## config.mk

```make
export PLATFORM = sky130hd
export DESIGN_NAME = multicycle_control_fsm_flat
export DESIGN_NICKNAME = d
export VERILOG_FILES = /design/src/rtl/multicycle_control_fsm_if.sv /design/src/rtl/multicycle_control_fsm.sv /design/src/flat_wrapper.sv
export SDC_FILE = /design/constraint.sdc
export NUM_CORES = 1
export LEC_CHECK = 0
export CAP_MARGIN = 20
export CORE_MARGIN = 8
export CORE_UTILIZATION = 35
export CTS_CLUSTER_SIZE = 30
export DETAILED_ROUTE_END_ITERATION = 10
export PLACE_DENSITY_LB_ADDON = 0.12
export SLEW_MARGIN = 25
export SYNTH_ARGS = -nofsm -noshare
export SYNTH_HDL_FRONTEND = slang
export SYNTH_SLANG_ARGS = --single-unit
```

## constraint.sdc

```tcl
create_clock -name clk_i -period 2.4 [get_ports clk_i]
set_clock_uncertainty 0.2 [all_clocks]
set_input_delay 0.24 -clock clk_i [delete_from_list [all_inputs] [get_ports clk_i]]
set_output_delay 0.24 -clock clk_i [all_outputs]
set_load 0.02 [all_outputs]
```

## src/rtl/multicycle_control_fsm_if.sv

```systemverilog
// Control bundle between the multi-cycle RV32I main controller and its datapath.
// master: the controller; slave: the datapath / memory side.
interface multicycle_control_fsm_if #(
  parameter int unsigned CNT_W = 32
);
  logic [6:0]       opcode_i;
  logic             mem_ready_i;
  logic             stall_i;
  logic             mem_req_o;
  logic             mem_we_o;
  logic             iord_o;
  logic             ir_write_o;
  logic             pc_write_o;
  logic [1:0]       alu_src_a_o;
  logic [1:0]       alu_src_b_o;
  logic [1:0]       alu_opmode_o;
  logic             reg_write_o;
  logic             mem_to_reg_o;
  logic             branch_o;
  logic             jump_o;
  logic             instr_done_o;
  logic             illegal_o;
  logic             timeout_o;
  logic [3:0]       state_o;
  logic [CNT_W-1:0] instret_o;

  modport master (
    input  opcode_i, mem_ready_i, stall_i,
    output mem_req_o, mem_we_o, iord_o, ir_write_o, pc_write_o,
           alu_src_a_o, alu_src_b_o, alu_opmode_o, reg_write_o, mem_to_reg_o,
           branch_o, jump_o, instr_done_o, illegal_o, timeout_o, state_o, instret_o
  );

  modport slave (
    output opcode_i, mem_ready_i, stall_i,
    input  mem_req_o, mem_we_o, iord_o, ir_write_o, pc_write_o,
           alu_src_a_o, alu_src_b_o, alu_opmode_o, reg_write_o, mem_to_reg_o,
           branch_o, jump_o, instr_done_o, illegal_o, timeout_o, state_o, instret_o
  );
endinterface

```

## src/rtl/multicycle_control_fsm.sv

```systemverilog
// Multi-cycle RV32I main control FSM: FETCH -> DECODE -> EXEC/MEM -> WB with
// memory handshake, wait-state timeout, global stall and illegal-opcode trap.
// Optional retired-instruction counter enabled by defining CTRL_INSTRET_EN.
module multicycle_control_fsm #(
  parameter int unsigned TIMEOUT_CYCLES = 16,
  parameter int unsigned CNT_W          = 32
) (
  input logic                       clk_i,
  input logic                       rst_ni,
  multicycle_control_fsm_if.master  bus
);

  typedef enum logic [3:0] {
    IDLE     = 4'd0,
    FETCH    = 4'd1,
    DECODE   = 4'd2,
    EXEC_R   = 4'd3,
    EXEC_I   = 4'd4,
    MEM_ADDR = 4'd5,
    MEM_RD   = 4'd6,
    MEM_WR   = 4'd7,
    WB_MEM   = 4'd8,
    WB_ALU   = 4'd9,
    BRANCH   = 4'd10,
    JUMP     = 4'd11,
    LUI      = 4'd12,
    TRAP     = 4'd13
  } state_e;

  localparam int unsigned TW = (TIMEOUT_CYCLES > 1) ? $clog2(TIMEOUT_CYCLES) : 1;
  localparam logic [TW-1:0] T_LAST = TW'(TIMEOUT_CYCLES - 1);

  // Moore part of the outputs; ready/stall gating is applied after the register.
  typedef struct packed {
    logic       mem_req;
    logic       mem_we;
    logic       iord;
    logic       fetch;
    logic [1:0] src_a;
    logic [1:0] src_b;
    logic [1:0] opmode;
    logic       reg_write;
    logic       mem_to_reg;
    logic       branch;
    logic       jump;
    logic       done;
    logic       done_rdy;
  } ctl_t;

  function automatic ctl_t decode(input state_e s);
    ctl_t c;
    c = '0;
    case (s)
      FETCH:    begin c.mem_req = 1'b1; c.fetch = 1'b1; c.src_b = 2'b01; end
      DECODE:   c.src_b = 2'b10;
      EXEC_R:   begin c.src_a = 2'b01; c.opmode = 2'b10; end
      EXEC_I:   begin c.src_a = 2'b01; c.src_b = 2'b10; c.opmode = 2'b11; end
      MEM_ADDR: begin c.src_a = 2'b01; c.src_b = 2'b10; end
      MEM_RD:   begin c.mem_req = 1'b1; c.iord = 1'b1; end
      MEM_WR:   begin c.mem_req = 1'b1; c.mem_we = 1'b1; c.iord = 1'b1; c.done_rdy = 1'b1; end
      WB_MEM:   begin c.reg_write = 1'b1; c.mem_to_reg = 1'b1; c.done = 1'b1; end
      WB_ALU:   begin c.reg_write = 1'b1; c.done = 1'b1; end
      BRANCH:   begin c.branch = 1'b1; c.src_a = 2'b01; c.opmode = 2'b01; c.done = 1'b1; end
      JUMP:     begin c.jump = 1'b1; c.reg_write = 1'b1; c.done = 1'b1; end
      LUI:      begin c.src_a = 2'b10; c.src_b = 2'b10; c.reg_write = 1'b1; c.done = 1'b1; end
      default:  c = '0;
    endcase
    return c;
  endfunction

  state_e        state;
  state_e        nxt;
  ctl_t          ctl;
  logic [TW-1:0] wait_cnt;
  logic          illegal_q;
  logic          timeout_q;
  logic          set_ill;
  logic          set_to;
  logic          go;
  logic          ready;
  logic          done;

  assign go    = ~bus.stall_i;
  assign ready = bus.mem_ready_i;

  // Next-state selection, including timeout and illegal-opcode trap requests.
  always_comb begin
    nxt     = state;
    set_ill = 1'b0;
    set_to  = 1'b0;
    if (go) begin
      case (state)
        IDLE:     nxt = FETCH;
        FETCH, MEM_RD, MEM_WR: begin
          if (ready) begin
            nxt = (state == FETCH) ? DECODE : (state == MEM_RD) ? WB_MEM : FETCH;
          end else if (wait_cnt == T_LAST) begin
            nxt    = TRAP;
            set_to = 1'b1;
          end
        end
        DECODE: begin
          case (bus.opcode_i)
            7'b0110011:             nxt = EXEC_R;
            7'b0010011:             nxt = EXEC_I;
            7'b0000011, 7'b0100011: nxt = MEM_ADDR;
            7'b1100011:             nxt = BRANCH;
            7'b1101111, 7'b1100111: nxt = JUMP;
            7'b0110111:             nxt = LUI;
            default: begin
              nxt     = TRAP;
              set_ill = 1'b1;
            end
          endcase
        end
        EXEC_R, EXEC_I:        nxt = WB_ALU;
        MEM_ADDR:              nxt = bus.opcode_i[5] ? MEM_WR : MEM_RD;
        WB_MEM, WB_ALU, BRANCH, JUMP, LUI: nxt = FETCH;
        TRAP:                  nxt = TRAP;
        default: begin
          nxt     = TRAP;
          set_ill = 1'b1;
        end
      endcase
    end
  end

  // State, registered Moore decode (of the state being entered), wait counter and sticky flags.
  always_ff @(posedge clk_i or negedge rst_ni) begin
    if (!rst_ni) begin
      state     <= IDLE;
      ctl       <= '0;
      wait_cnt  <= '0;
      illegal_q <= 1'b0;
      timeout_q <= 1'b0;
    end else begin
      state <= nxt;
      ctl   <= decode(nxt);
      if (nxt != state) begin
        wait_cnt <= '0;
      end else if (go && ctl.mem_req && !ready) begin
        wait_cnt <= wait_cnt + 1'b1;
      end
      if (set_ill) illegal_q <= 1'b1;
      if (set_to)  timeout_q <= 1'b1;
    end
  end

  assign done = (ctl.done | (ctl.done_rdy & ready)) & go;

  assign bus.mem_req_o    = ctl.mem_req & go;
  assign bus.mem_we_o     = ctl.mem_we & go;
  assign bus.iord_o       = ctl.iord;
  assign bus.ir_write_o   = ctl.fetch & ready & go;
  assign bus.pc_write_o   = ((ctl.fetch & ready) | ctl.jump) & go;
  assign bus.alu_src_a_o  = ctl.src_a;
  assign bus.alu_src_b_o  = ctl.src_b;
  assign bus.alu_opmode_o = ctl.opmode;
  assign bus.reg_write_o  = ctl.reg_write & go;
  assign bus.mem_to_reg_o = ctl.mem_to_reg;
  assign bus.branch_o     = ctl.branch;
  assign bus.jump_o       = ctl.jump;
  assign bus.instr_done_o = done;
  assign bus.illegal_o    = illegal_q;
  assign bus.timeout_o    = timeout_q;
  assign bus.state_o      = state;

`ifdef CTRL_INSTRET_EN
  logic [CNT_W-1:0] instret;

  // Saturating count of retired instructions.
  always_ff @(posedge clk_i or negedge rst_ni) begin
    if (!rst_ni) begin
      instret <= '0;
    end else if (done && (instret != '1)) begin
      instret <= instret + 1'b1;
    end
  end

  assign bus.instret_o = instret;
`else
  assign bus.instret_o = '0;
`endif

endmodule

```

## src/flat_wrapper.sv

```systemverilog
// flat-port wrapper written by rule: the top's interface ports become plain ports
module multicycle_control_fsm_flat 
#(
  parameter int unsigned TIMEOUT_CYCLES = 16,
  parameter int unsigned CNT_W          = 32
)
  (clk_i, rst_ni, bus_opcode_i, bus_mem_ready_i, bus_stall_i, bus_mem_req_o, bus_mem_we_o, bus_iord_o, bus_ir_write_o, bus_pc_write_o, bus_alu_src_a_o, bus_alu_src_b_o, bus_alu_opmode_o, bus_reg_write_o, bus_mem_to_reg_o, bus_branch_o, bus_jump_o, bus_instr_done_o, bus_illegal_o, bus_timeout_o, bus_state_o, bus_instret_o);
  multicycle_control_fsm_if #(.CNT_W(CNT_W)) bus_i ();
  input logic clk_i;
  input logic rst_ni;
  input wire logic [$bits(bus_i.opcode_i)-1:0] bus_opcode_i;
  input wire logic [$bits(bus_i.mem_ready_i)-1:0] bus_mem_ready_i;
  input wire logic [$bits(bus_i.stall_i)-1:0] bus_stall_i;
  output wire logic [$bits(bus_i.mem_req_o)-1:0] bus_mem_req_o;
  output wire logic [$bits(bus_i.mem_we_o)-1:0] bus_mem_we_o;
  output wire logic [$bits(bus_i.iord_o)-1:0] bus_iord_o;
  output wire logic [$bits(bus_i.ir_write_o)-1:0] bus_ir_write_o;
  output wire logic [$bits(bus_i.pc_write_o)-1:0] bus_pc_write_o;
  output wire logic [$bits(bus_i.alu_src_a_o)-1:0] bus_alu_src_a_o;
  output wire logic [$bits(bus_i.alu_src_b_o)-1:0] bus_alu_src_b_o;
  output wire logic [$bits(bus_i.alu_opmode_o)-1:0] bus_alu_opmode_o;
  output wire logic [$bits(bus_i.reg_write_o)-1:0] bus_reg_write_o;
  output wire logic [$bits(bus_i.mem_to_reg_o)-1:0] bus_mem_to_reg_o;
  output wire logic [$bits(bus_i.branch_o)-1:0] bus_branch_o;
  output wire logic [$bits(bus_i.jump_o)-1:0] bus_jump_o;
  output wire logic [$bits(bus_i.instr_done_o)-1:0] bus_instr_done_o;
  output wire logic [$bits(bus_i.illegal_o)-1:0] bus_illegal_o;
  output wire logic [$bits(bus_i.timeout_o)-1:0] bus_timeout_o;
  output wire logic [$bits(bus_i.state_o)-1:0] bus_state_o;
  output wire logic [$bits(bus_i.instret_o)-1:0] bus_instret_o;
  assign bus_i.opcode_i = bus_opcode_i;
  assign bus_i.mem_ready_i = bus_mem_ready_i;
  assign bus_i.stall_i = bus_stall_i;
  assign bus_mem_req_o = bus_i.mem_req_o;
  assign bus_mem_we_o = bus_i.mem_we_o;
  assign bus_iord_o = bus_i.iord_o;
  assign bus_ir_write_o = bus_i.ir_write_o;
  assign bus_pc_write_o = bus_i.pc_write_o;
  assign bus_alu_src_a_o = bus_i.alu_src_a_o;
  assign bus_alu_src_b_o = bus_i.alu_src_b_o;
  assign bus_alu_opmode_o = bus_i.alu_opmode_o;
  assign bus_reg_write_o = bus_i.reg_write_o;
  assign bus_mem_to_reg_o = bus_i.mem_to_reg_o;
  assign bus_branch_o = bus_i.branch_o;
  assign bus_jump_o = bus_i.jump_o;
  assign bus_instr_done_o = bus_i.instr_done_o;
  assign bus_illegal_o = bus_i.illegal_o;
  assign bus_timeout_o = bus_i.timeout_o;
  assign bus_state_o = bus_i.state_o;
  assign bus_instret_o = bus_i.instret_o;
  multicycle_control_fsm #(.TIMEOUT_CYCLES(TIMEOUT_CYCLES), .CNT_W(CNT_W)) u_core (.clk_i(clk_i), .rst_ni(rst_ni), .bus(bus_i));
endmodule
```

; ---- Yosys cells after proc, flatten, opt, wreduce, memory -nomap -nowiden
; Cells that the tools add are included.
[op_classes]
add_sub_neg = 1
n_eq_ne = 35
muxes = 29
bitwise = 11
n_reduce_logical = 18
[ops]
columns = operator, n
row1 = 4-bit equality test (second input constant), 12
row2 = 4-bit by 3-bit equality test with 1-bit output (second input constant), 8
row3 = 4-bit two-way mux, 7
row4 = 4-bit one-hot mux with 6 select lines, 1
row5 = 7-bit by 6-bit equality test with 1-bit output (second input constant), 3
row6 = 7-bit equality test (second input constant), 3
row7 = 4-bit one-hot mux with 5 select lines, 1
row8 = 4-bit by 2-bit equality test with 1-bit output (second input constant), 4
row9 = 1-bit two-way mux, 16
row10 = 13-bit OR reduction, 1
row11 = 4-bit OR reduction, 3
row12 = 1-bit bitwise AND, 8
row13 = 4-bit by 1-bit equality test with 1-bit output (second input constant), 2
row14 = 2-bit one-hot mux with 2 select lines, 2
row15 = 2-bit OR reduction, 4
row16 = 8-bit OR reduction, 1
row17 = 7-bit by 2-bit equality test with 1-bit output (second input constant), 1
row18 = 7-bit by 5-bit equality test with 1-bit output (second input constant), 1
row19 = 2-bit one-hot mux with 3 select lines, 1
row20 = 3-bit OR reduction, 2
row21 = 6-bit OR reduction, 1
row22 = 5-bit OR reduction, 1
row23 = 4-bit by 1-bit adder with 4-bit output (second input constant), 1
row24 = 4-bit logical NOT, 1
row25 = 7 further kinds, 9
[totals]
regBits = 25
in_bits = 11
out_inout_bits = 54

; ---- Longest topological paths before layout
; Gate-level depths: netlist of the first run.
[depth]
depth_word = 9
mapped_depth = 8
depth_no_buf = 7

; ---- Worst setup path before layout of the first run
; OpenSTA, ideal clock, no wires.
[synth_timing]
path_kind = flip-flop to flip-flop
from = register u_core.state[0] (netlist: u_core.bus.state_o[0])
to = register u_core.ctl, in the netlist u_core.bus.alu_opmode_o[0]
arrival_ps = 1915
required_time_ps = 2123
slack_ps = 208
stages_incl_launch_ff = 8
path_buffers = 0
period_less_slack_ps = 2192
path_cell_list = dfrtp_1 or2_1 a22oi_1 o211ai_1 o22ai_2 inv_2 or3_1 a21oi_1
[synth_between]
elab_chain_len = 8
word_cells_on_any_way = 26
classes_between = eq/ne: 15 / mux: 7 / reduce/logical: 4
[synth_lines]
columns = item, line_no
row1 = start: declaration, multicycle_control_fsm.sv:71  ; state_e state;
row2 = start signal: assignment, multicycle_control_fsm.sv:137  ; state <= nxt;
row3 = 4-bit by 3-bit equality test with 1-bit output, "multicycle_control_fsm.sv:92, multicycle_control_fsm.sv:96"
row4 = 4-bit two-way mux (2 in series), multicycle_control_fsm.sv:96  ; nxt = (state == FETCH) ? DECODE : (state == MEM_RD) ? WB_MEM : FETCH;
row5 = 4-bit two-way mux, multicycle_control_fsm.sv:95  ; if (ready) begin
row6 = 4-bit one-hot mux with 5 select lines (*), multicycle_control_fsm.sv:92  ; case (state)
row7 = 4-bit two-way mux (*), multicycle_control_fsm.sv:91  ; if (go) begin
row8 = via u_core.nxt[3], multicycle_control_fsm.sv:72  ; state_e nxt;
row9 = "4-bit equality test, or another cell as far along", multicycle_control_fsm.sv:53  ; case (s)
row10 = 2-bit one-hot mux with 3 select lines (*), multicycle_control_fsm.sv:53
row11 = end signal: assignment, multicycle_control_fsm.sv:138  ; ctl <= decode(nxt);
row12 = end: declaration, multicycle_control_fsm.sv:73  ; ctl_t ctl;
; The timed path passes the listed nets; every way through them passes the cells marked *.
; A chain may end at the register's enable or synchronous reset.

; ---- Final worst setup path of the first run
[layout_timing]
from = input port bus_opcode_i[4]
to = register u_core.wait_cnt[0]
[layout_between]
elab_chain_len = 7
word_cells_on_any_way = 16
classes_between = eq/ne: 9 / mux: 4 / reduce/logical: 3
[layout_lines]
columns = item, line_no
row1 = start: declaration, flat_wrapper.sv:11  ; input wire logic [$bits(bus_i.opcode_i)-1:0] bus_opcode_i;
row2 = "7-bit equality test, or another cell as far along", multicycle_control_fsm.sv:103  ; case (bus.opcode_i)
row3 = 2-bit OR reduction, multicycle_control_fsm.sv:103
row4 = 4-bit one-hot mux with 6 select lines (*), multicycle_control_fsm.sv:103
row5 = 4-bit one-hot mux with 5 select lines (*), multicycle_control_fsm.sv:92
row6 = 4-bit two-way mux (*), multicycle_control_fsm.sv:91
row7 = 4-bit inequality test (*), multicycle_control_fsm.sv:139  ; if (nxt != state) begin
row8 = 4-bit two-way mux / 2-bit nonzero test (equally long branches), -
row9 = end signal: assignment, multicycle_control_fsm.sv:142  ; wait_cnt <= wait_cnt + 1'b1;
row10 = end: declaration, multicycle_control_fsm.sv:74  ; logic [TW-1:0] wait_cnt;
; Mark *: on every way between the ends. The rest lies on a longest branch, timed or not.

==> impl.org, run 1 <==
** Status
- Result of the run :: finished, final reports clean

** Synth
- Sorting the synthesized cells by area gives the leading types as dfrtp_1 37%, buf_4 17%, a21oi_1 2.4%, nand2b_1 2.2%, nand3b_1 2.2%.
- Netlist area before placement :: 1700 µm²
- Fraction of the mapped netlist area in compound gates :: 0.161
- Fraction of post-synthesis cell area in the top cell type by area :: 0.368
- Mux contribution to synthesized area :: 0.0177
- In the synthesized netlist the dominant register cell turns out to be dfrtp_1.
- Synthesized instance count :: 186
- Yosys printed 0 warnings.
- The number of different library cells used by synthesis comes to 55.
- Adder-Cell Fraction of Synth Area :: 0.00736
- Count of flip-flops with a built-in enable after synthesis :: 0
- After synthesis, the largest family of logic cells by area is simple AND/OR/NAND/NOR gates.
- In the synthesized netlist the async set-or-reset flop fraction comes to 1.00.
- Synth Area per Inst :: 9.14 µm²
- Of the total synthesized cell area, the portion taken by XOR and XNOR cells is 0.0206.
- Of all cell types, the one taking the most synthesized area is dfrtp_1.
- After synthesis the netlist holds a flip-flop and latch count of 25.
- Simple logic cell fraction of the synthesized area :: 0.213
- Register area share after synthesis :: 0.368
- Ranked by instance count, the synthesized netlist is headed by 38 x buf_4, 25 x dfrtp_1, 9 x nand2_1, 9 x nor2_1, 8 x a21oi_1.
- Top-count cell post-synth :: buf_4

** Routing
- Wire length reported by the detailed router :: 4300 µm
- In the routed layout, each cell is associated on average with a via count of 4.90.
- The first detailed-routing pass ran for 4 iterations.
- Remaining design rule violation count :: 0
- The final route contains 1,411 vias.
- In the final routed layout, each cell accounts on average for 14.9 µm.
- Antenna viol nets, final :: 0
- For this block, the initial DRC count from the detailed router was 125.

** CTS
- Hold buffer count at CTS :: 0
- Clock Tree Buf Depth :: 2
- TritonCTS built the clock tree.
- Number of buffers created by CTS :: 3
- For the worst-skew pair, the clock arrives at the later sink with an insertion delay of 0.26 ns.
- Clock Root Buffer :: clkbuf_8
- After clock tree synthesis, the clock-pin slew on the worst setup and hold paths is 0.09 ns.
- Number of setup buffers added after CTS :: 0
- CTS saw 25 sinks.
- CTS built an H-tree with a depth of 1.
- Quantity of gates resized following cts :: 0

** Final layout
- Share of cells above drive strength 1 :: 0.192
- Non-Filler Instances :: 288
- In the final layout, flip-flops and latches occupy 627 µm².
- Final core utilization :: 0.458
- 0 antenna diodes ended up in the layout.
- In the final layout, the multi-input gates occupy 851 µm².
- The finished cells cover 2150 µm².
- Count of nets after finishing :: 247
- Relative to the synthesized area, the layout overhead comes to 26.4%.
- Fill cells in the final layout number 448.

** Timing
- For the final routed database, the setup TNS stands at 0 ns.
- Static timing analysis puts the maximum clock frequency at 0.439 GHz.
- The number of endpoints with negative hold slack in the final report is 0.
- Dividing the final minimum period by the clock period gives 0.950.
- The routed design could run at a clock period as short as 2.28 ns.
- RSZ-0062 raised after global routing :: false
- Final setup violation count :: 0
- The max-slew violation count was 0.

** GRT
- Number of global-route vias before repair :: 1,411
- The first global-routing pass estimated 6730 µm of wire.
- The number of antenna violations at the first check in global routing was 0.
- Largest net degree at the start of global routing :: 26
- Overflow left after global routing :: 0
- Overall global routing resource usage :: 0.113

** Setup path
- Worst setup path startpoint :: bus_opcode_i[4]
- Type of origin of the critical path :: primary input
- Worst-path maximum fanout :: 5
- The worst setup path is of the in -> reg kind.
- The startpoint identified for the worst register-to-register timing path is u_core.bus.state_o[1].
- The worst setup path is captured at a register.
- At the worst endpoint, the arrival time is 2.26 ns.
- Required time at the endpoint of the critical path :: 2.38 ns

** Floorplanning
- Effective utilization at floorplan :: 0.362
- The die covers 7340 µm².
- In this run the core area contains 25 standard-cell rows.
- After floorplanning, the core was sized to cover 4690 µm².
- I/O pin total :: 65
- The floorplan step set the die width to 85.7 µm.
- The die is 85.7 µm tall.

** Placement
- Detailed placement HPWL :: 3420 µm
- After detailed placement, the total cell area comes to 2080 µm².
- Number of cells in the design after placement :: 284
- Port Buffer Count :: 32
- Final weighted congestion in routability-driven placement :: 0.937

** Job
- Max-cap violations in this run came to 0.

** Min path
- HP Class :: in -> async

** Pwr
- Dividing total power by cell area gives a power density of 1010 nW/µm².
- For this design the static power due to leakage is 0.952 nW.
- IR Drop Worst-Case VDD :: 0.000453 V
## placed cells by master (no fill, tap or decap), drive strengths merged, types with 2 or more instances in the layout
cell type	n
nand3b	5
conb	32
nand4	2
o221ai	2
nor3b	5
nand3	4
o22ai	2
or2	2
nand2	9
a21oi	9
nor2b	4
mux2i	3
a22oi	2
inv	9
xor2	2
nor3	5
nor2	9
a31oi	3
o21ai	7
xnor2	2
nand2b	6
dfrtp	25
buf	26
nand4b	2
clkbuf	3
or3	2
clkdlybuf4s50	32
## sequential cells by signal (all words and copies together), names as in the netlist
name	count
u_core.bus.alu_opmode_o	2
u_core.bus.alu_src_a_o	2
u_core.bus.alu_src_b_o	2
u_core.bus.timeout_o	1
u_core.wait_cnt	4
u_core.bus.mem_to_reg_o	1
u_core.ctl	5
u_core.bus.branch_o	1
u_core.bus.state_o	4
u_core.bus.iord_o	1
u_core.bus.jump_o	1
u_core.bus.illegal_o	1
## critical path, stage by stage
cell	delay, ns
clkdlybuf4s50_1	0.53
or3b_1	0.38
a221oi_2	0.33
o221ai_2	0.18
a22oi_1	0.17
a31oi_1	0.20
nor3b_1	0.24
## cell families after synthesis
kind of cell	after synthesis
AOI/OAI and AO/OA	37
xor gates and xnor gates	4
adders and majority gates	1
buffers and inverters	54
DFF	25
muxes	3
other	1
and+or+nand+nor	61
## path summary, 6_finish.rpt
path | to | slack [ns] | depth (start not counted)
max in group asynchronous | u_core.bus.state_o[1] | 1.61 | 2
worst min register to register | u_core.bus.timeout_o | 0.28 | 2
worst min-delay path | u_core.ctl[1] | 0.13 | 2
min in group clk_i | u_core.bus.timeout_o | 0.28 | 2
worst max register to register | u_core.wait_cnt[0] | 0.13 | 8
worst max-delay path | u_core.wait_cnt[0] | 0.12 | 7
## layer usage
layer,global-route usage,vias to the layer above,part of all wire,wire [µm]
met5,0,-,0,0
met4,0.0414,0,0.012,52
met3,0.0401,6,0.096,413
met2,0.190,67,0.49,2120
met1,0.128,662,0.40,1720
li1,-,676,-,-
## report_power, final
part | internal (mW) | switching [mW] | leakage (nW) | total [mW]
logic | 0.586 | 0.718 | 0.610 | 1.30
clock network | 0.117 | 0.132 | 0.0217 | 0.249
registers | 0.543 | 0.0706 | 0.320 | 0.613
## final cells by class
cell class | instances | share of cell area
clock buffer | 3 | 0.0192
clock inverter | 1 | 0.00349
inverter | 9 | 0.0181
multi-input combinational | 138 | 0.396
sequential | 25 | 0.292
tap | 54 | 0.0315
timing repair buffer | 58 | 0.240
## through the flow
stage / hold slack, ns / worst slack [ns] / total power [mW]
3_3_place_gp: 0.259 / -0.0672 / 1.89
4_1_cts: 0.135 / 0.0872 / 2.17
5_1_grt: 0.154 / 0.000103 / 2.32
6_report: 0.127 / 0.120 / 2.17
2_1_floorplan: -0.256 / 0.208 / 1.44
3_5_place_dp: 0.270 / -0.147 / 1.91
Note: power is estimated with default switching activity, not from simulation.
==> inputs of run 2 (changes only) <==
--- a/config.mk
+++ b/config.mk
@@ -8,6 +8,7 @@
 export CAP_MARGIN = 20
 export CORE_MARGIN = 8
 export CORE_UTILIZATION = 35
+export CTS_BUF_LIST = sky130_fd_sc_hd__clkbuf_4
 export CTS_CLUSTER_SIZE = 30
 export DETAILED_ROUTE_END_ITERATION = 10
 export PLACE_DENSITY_LB_ADDON = 0.12
==> run 2 against run 1 <==
Net effect: cell count is 1.0% higher; critical path depth is 2 lower; first-iteration DRC count is 18% lower; highest routed layer unchanged; core utilization is 0.080 points higher; setup slack better by 0.026 ns; via count is 0.78% higher; largest power group unchanged.
==> impl.org, run 2 (same netlist as run 1, synthesis figures left out) <==
** CTS
- The number of buffers inserted during clock tree synthesis is 3 (unchanged).
- Number of clock sinks seen by CTS :: 25 (unchanged)
- The number of buffers added to fix hold violations after cts is 0 (unchanged).
- TritonCTS built the clock tree.
- The root buffer cell chosen for the clock tree is clkbuf_4.
- Insertion delay of the later-clocked pin in the worst-skew pair :: 0.32 ns (+0.06 ns)
- Clock Tree Buf Depth :: 2 (unchanged)
- Number of levels in the clock H-tree :: 1 (unchanged)
- The clock slew seen by the registers of the worst setup and hold paths is 0.13 ns (+0.04 ns).

** Timing
- Achievable Freq :: 0.444 GHz (+1.1%)
- Slack of the critical path :: 0.146 ns (+0.0259 ns)
- The share of the cycle needed by the critical path after routing is 0.939 (-0.0108).
- Final-report hold violation count :: 0 (unchanged)
- Final critical delay including setup and external delays :: 2.25 ns (-0.0259 ns)
- Setup repair after global routing left no endpoint under its margin.
- Final setup violation count :: 0 (unchanged)
- Pins Over Slew Limit :: 0 (unchanged)

** GRT
- Largest net degree at the start of global routing :: 26 (unchanged)
- The global-route wire length before repair was 6760 µm (+0.42%).
- Number of global-route vias before repair :: 1,428 (+1.2%)
- Number of antenna violations at the first check in global routing :: 0 (unchanged)
- The global-route usage over all layers is 0.113 (+0.000401).
- The overflow left after global routing is 0 (unchanged).

** Final layout
- The final cell utilization of the core came to 0.459 (+0.000800).
- The number of antenna cells inserted came to 0 (unchanged).
- The layout net count was 250 (+1.2%).
- Non-Filler Instances :: 291 (+1.0%)
- Share of cells above drive strength 1 :: 0.203 (+0.0102)
- The number of flip-flops in the largest register came to 5 (unchanged).
- Largest Register :: u_core.ctl
- Relative to the synthesized area, the layout overhead comes to 26.7%.
- The area of all placed cells without fillers was 2150 µm² (+0.17%).
- The library cells used most frequently in the layout, excluding fill and tap cells, are 32 x conb_1, 32 x clkdlybuf4s50_1, 29 x buf_4, 24 x dfrtp_1.

** Pwr
- The static power due to leakage is 0.959 nW (+0.73%).
- The worst supply voltage drop on vdd is 0.000458 V (+1.2%).
- The total power divided by cell area came to 988 nW/µm² (-2.1%).
- The total power after layout is 2.13 mW (-1.9%).

** Setup path
- Worst-path maximum fanout :: 4 (-1)
- The signal on the critical path passes through clkdlybuf4s50_1 > buf_4 > and3_1 > a21o_1 > clkdlybuf4s50_1.
- Critical path endpoint category :: primary output
- Critical Setup Path Class :: in -> out
- The number of buffer and inverter instances along the worst setup path is 3 (+2).
- Data arrival time of the worst path :: 1.81 ns (-0.45 ns)
- Kind of cell adding the most delay to the critical path :: buffers and inverters
- Most common cell type on the critical path :: clkdlybuf4s50_1
- Slowest CP cell :: clkdlybuf4s50_1
- STA classifies the critical path startpoint as a primary input.
- Required time at the endpoint of the critical path :: 1.96 ns (-0.42 ns)
- The highest cell delay on the worst timing path came to 0.61 ns (+0.08 ns).

** Placement
- Worst slack at placement :: -0.147 ns (unchanged)
- The cell count after placement was 284 (unchanged).
- Total placed instance area :: 2080 µm² (unchanged)
- The total half-perimeter wirelength after legalization and detailed placement was 3420 µm (unchanged).
- The routability congestion estimate from global placement is 0.937 (unchanged).
- The number of buffer cells added on primary ports came to 32 (unchanged).

** Routing
- Antenna viol nets, final :: 0 (unchanged)
- Vias :: 1,422 (+0.78%)
- The wire length per cell after detailed routing is 14.8 µm (-0.98%).
- The starting DRC count in detailed routing came to 103 (-18%).
- The first-pass iteration count of the detailed router was 4 (unchanged).
- The via density per instance is 4.89 (-0.26%).
- The aggregate routed wire length was 4310 µm (about the same).
- The number of remaining DRC errors came to 0 (unchanged).

** Floorplanning
- Horizontal die dimension :: 85.7 µm (unchanged)
- The count of boundary I/O pins is 65 (unchanged).
- The placeable core region was 4690 µm² (unchanged).
- The die outline area came to 7340 µm² (unchanged).
- Row count :: 25 (unchanged)
- Effective utilization at floorplan :: 0.362 (unchanged)
- The overall die height is 85.7 µm (unchanged).

** Job
- Max Cap Viol :: 0 (unchanged)

** Status
- Result of the run :: finished, final reports clean

** Min path
- HP Class :: in -> async
[run 2: cell types whose count changed in the layout (fill, tap and decap cells not counted)]
cell | before | now
o21ai_1 | 3 | 2
clkbuf_8 | 3 | 0
clkbuf_4 | 0 | 3
buf_4 | 26 | 29
o21ai_0 | 3 | 4
[run 2: worst reg2reg max path: stages (launching register included)]
cell	delay, ns
dfrtp_2	0.44
buf_4	0.16
or2_1	0.25
a22oi_1	0.20
o211ai_1	0.14
buf_4	0.17
a211oi_1	0.21
o21a_1	0.20
nor3b_1	0.19
[run 2: metrics by stage]
step / TNS [ns] / hold WS [ns]
2_1_floorplan: 0 / -0.256
3_3_place_gp: -0.716 / 0.259
3_5_place_dp: -1.64 / 0.270
4_1_cts: 0 / 0.0580
5_1_grt: 0 / 0.0788
6_report: 0 / 0.0650
[run 2: worst paths after layout]
path,cells after the start,to,from,slack (ns)
max reg2reg,8,u_core.wait_cnt[0],u_core.bus.state_o[1],0.16
max,5,bus_pc_write_o,bus_mem_ready_i,0.15
min reg2reg,2,u_core.bus.timeout_o,u_core.bus.timeout_o,0.29
max in group asynchronous,2,u_core.bus.state_o[1],rst_ni,1.67
min in group clk_i,2,u_core.bus.timeout_o,u_core.bus.timeout_o,0.29
min,2,u_core.ctl[5],rst_ni,0.07
[run 2: power by group]
part | switching [mW] | leakage, nW | internal [mW]
combinational | 0.728 | 0.625 | 0.602
clock | 0.125 | 0.0139 | 0.0636
sequential | 0.0654 | 0.320 | 0.542
total | 0.918 | 0.959 | 1.21
[run 2: area by class of cell]
class	count	area [µm²]
Timing Repair Buffer	61	538
Sequential cell	25	627
Inverter	9	38.8
Fill cell	449	2540
Clock inverter	1	7.51
Multi-Input combinational cell	138	851
Clock buffer	3	22.5
Tap cell	54	67.6
[run 2: timing repair]
item                                    in CTS  in global routing
endpoints found under the setup margin       0                 10
gates resized for setup                      0                  5
buffers inserted                             0                  3
[run 2: layer usage]
layer / up-vias / GRT usage / share of wire
met3: 6 / 0.0372 / 0.089
met2: 57 / 0.192 / 0.49
met4: 0 / 0.0462 / 0.012
li1: 680 / - / -
met5: - / 0 / 0
met1: 679 / 0.127 / 0.41
==> inputs of run 3 (changes only) <==
--- a/config.mk
+++ b/config.mk
@@ -8,7 +8,7 @@
 export CAP_MARGIN = 20
 export CORE_MARGIN = 8
 export CORE_UTILIZATION = 35
-export CTS_BUF_LIST = sky130_fd_sc_hd__clkbuf_4
+export CTS_BUF_LIST = sky130_fd_sc_hd__clkbuf_16
 export CTS_CLUSTER_SIZE = 30
 export DETAILED_ROUTE_END_ITERATION = 10
 export PLACE_DENSITY_LB_ADDON = 0.12
==> run 3 against run 2 <==
Net effect: core utilization grew 0.43 points; wire length is essentially flat; flip-flop and latch count is the same.
==> impl.org, run 3 (same netlist as run 1, synthesis figures left out) <==
** Final layout
- Post-synthesis to final-layout area growth :: 27.8%
- Largest Register :: u_core.ctl
- The count of fill cells added during filler insertion came to 444 (-1.1%).
- The number of antenna cells inserted is 0 (unchanged).
- The layout net count was 247 (-1.2%).
- Max reg flops :: 5 (unchanged)
- Area taken by flip-flops and latches :: 627 µm² (unchanged)
- Share of cells above drive strength 1 :: 0.184 (-0.0188)
- The library cells used most frequently in the layout, excluding fill and tap cells, are 32 x conb_1, 32 x clkdlybuf4s50_1, 26 x buf_4, 24 x dfrtp_1.
- The final cell utilization of the core is 0.463 (+0.00427).
- The multi-input gate area in the final layout came to 841 µm² (-1.2%).

** Setup path
- Type of origin of the critical path :: primary input
- The required time of the critical path is 2.39 ns (+0.43 ns).
- The highest cell delay on the worst timing path is 0.53 ns (-0.08 ns).
- The critical path data arrival time was 2.27 ns (+0.46 ns).
- The critical path is of the in -> reg type.
- Worst-path maximum fanout :: 5 (+1)
- Slowest CP cell :: clkdlybuf4s50_1
- Traced cell by cell, the critical path runs through clkdlybuf4s50_1 > or3b_1 > a221oi_2 > o221ai_2 > o21ai_4 > inv_6 > or3_4 > a21oi_2.
- The worst setup path is captured at a register.

** Routing
- The first-pass iteration count of the detailed router was 4 (unchanged).
- The routed wire length on met3 came to 393 µm (+2.9%).
- The total met2 wirelength after detailed routing came to 2090 µm (-1.7%).
- Antenna viol nets, final :: 0 (unchanged)
- Vias :: 1,402 (-1.4%)
- The aggregate routed wire length came to 4310 µm (about the same).
- Initial detailed-routing violation count :: 121 (+17%)
- Post-detailed-route wirelength per cell :: 15.0 µm (+1.1%)
- The via density per instance came to 4.87 (-0.38%).
- The highest metal layer carrying signal wires in the routed design is met4.
- DRT met1 WL :: 1730 µm (-0.92%)
- The number of remaining DRC errors came to 0 (unchanged).

** Placement
- Port Buffer Count :: 32 (unchanged)
- Worst slack at placement :: -0.147 ns (unchanged)
- The total half-perimeter wirelength after legalization and detailed placement was 3420 µm (unchanged).
- Final weighted congestion in routability-driven placement :: 0.937 (unchanged)

** Timing
- The final period demand of the worst path was 2.28 ns (+0.0262 ns).
- RSZ-0062 raised after global routing :: true
- The worst setup margin came to 0.120 ns (-0.0262 ns).
- The max-slew violation count came to 0 (unchanged).
- Achievable Freq :: 0.439 GHz (-1.1%)
- Final setup violation count :: 0 (unchanged)
- The share of the cycle needed by the critical path after routing was 0.950 (+0.0109).
- The number of endpoints with negative hold slack in the final report came to 0 (unchanged).
- Final total negative setup slack :: 0 ns (unchanged)

** Pwr
- Net switching power :: 0.928 mW (+1.1%)
- The sequential group share of total power is 0.267 (-0.019).
- The worst supply voltage drop on vdd was 0.000549 V (+20%).
- Switch share :: 0.407 (-0.0252)
- Power per cell area :: 1050 nW/µm² (+6.3%)
- Relative contribution of the clock network to total power :: 0.164 (+0.075)
- Power Internal :: 1.35 mW (+12%)
- Power share of the combinational group :: 0.569 (-0.057)
- The static power due to leakage was 0.965 nW (+0.60%).

** Floorplanning
- The die span in x was 85.7 µm (unchanged).
- Row count :: 25 (unchanged)
- The placeable core region is 4690 µm² (unchanged).
- Effective utilization at floorplan :: 0.362 (unchanged)
- Die H :: 85.7 µm (unchanged)
- Area enclosed by the die boundary :: 7340 µm² (unchanged)
- I/O pin total :: 65 (unchanged)

** CTS
- Number of buffers created by CTS :: 3 (unchanged)
- Number of levels in the clock H-tree :: 1 (unchanged)
- The number of gates given a new drive strength after cts was 0 (unchanged).
- Clock tree from TritonCTS :: built
- In this run the clock root is driven by a clkbuf_16.
- Insertion delay of the later-clocked pin in the worst-skew pair :: 0.26 ns (-0.06 ns)
- Clock transition at the registers of the reported paths :: 0.06 ns (-0.07 ns)
- The total clock sinks came to 25 (unchanged).
- The number of buffers between clock root and the deepest sink came to 2 (unchanged).
- Number of setup buffers added after CTS :: 0 (unchanged)
- Hold buffer count at CTS :: 0 (unchanged)

** GRT
- Overflow left after global routing :: 0 (unchanged)
- Number of antenna violations at the first check in global routing :: 0 (unchanged)
- Overall global routing resource usage :: 0.114 (+0.00120)
- Global-route wire length before repair :: 6680 µm (-1.1%)
- The largest net degree at the start of global routing was 26 (unchanged).
- Number of global-route vias before repair :: 1,410 (-1.3%)

** Job
- The max-cap check violation count came to 0 (unchanged).

** Min path
- HP Class :: in -> async

** Status
- Result of the run :: finished, final reports clean
## run 3: cell types whose count changed in the layout (fill, tap and decap cells not counted), sizes merged
| cell | before | now |
|---|---|---|
| buf | 29 | 26 |
## run 3: per-layer routing
| layer | track usage | vias up |
|---|---|---|
| li1 | - | 675 |
| met1 | 0.125 | 657 |
| met2 | 0.190 | 60 |
| met3 | 0.0430 | 10 |
| met4 | 0.0557 | 0 |
| met5 | 0 | - |
## run 3: area by class of cell
type / instances / area share
multi-input combinational: 138 / 0.387
sequential: 25 / 0.289
timing repair buffer: 58 / 0.237
clock buffer: 3 / 0.0346
tap: 54 / 0.0311
inverter: 9 / 0.0179
clock inverter: 1 / 0.00346
## run 3: critical path: cells and delay by family
| family | cells | cell delay (ns) |
|---|---|---|
| AOI/OAI and AO/OA | 4 | 0.75 |
| buffers and inverters | 2 | 0.57 |
| and+or+nand+nor | 2 | 0.72 |
## run 3: metrics by stage
stage	area, µm²	total power, mW	hold WS, ns	instances
2_1_floorplan	1820	1.44	-0.256	217
3_3_place_gp	2080	1.89	0.259	284
3_5_place_dp	2080	1.91	0.270	284
4_1_cts	2160	2.29	0.151	288
5_1_grt	2170	2.43	0.176	288
6_report	2170	2.28	0.139	288
## run 3: final timing paths
check	startpoint	endpoint	slack, ns	depth (start not counted)
worst max-delay path	bus_opcode_i[4]	u_core.ctl[15]	0.12	8
worst min-delay path	rst_ni	u_core.ctl[1]	0.14	2
worst max register to register	u_core.bus.state_o[1]	u_core.wait_cnt[1]	0.15	8
worst min register to register	u_core.bus.timeout_o	u_core.bus.timeout_o	0.27	2
max in group asynchronous	rst_ni	u_core.bus.state_o[1]	1.59	2
min in group clk_i	u_core.bus.timeout_o	u_core.bus.timeout_o	0.27	2
## run 3: power by group through the flow
stage          Clock [mW]  Combinational (mW)  Sequential [mW]
2_1_floorplan           0               0.781            0.661
3_3_place_gp            0                1.27            0.617
3_5_place_dp            0                1.29            0.620
4_1_cts             0.384                1.29            0.612
5_1_grt             0.406                1.40            0.630
6_report            0.373                1.30            0.610
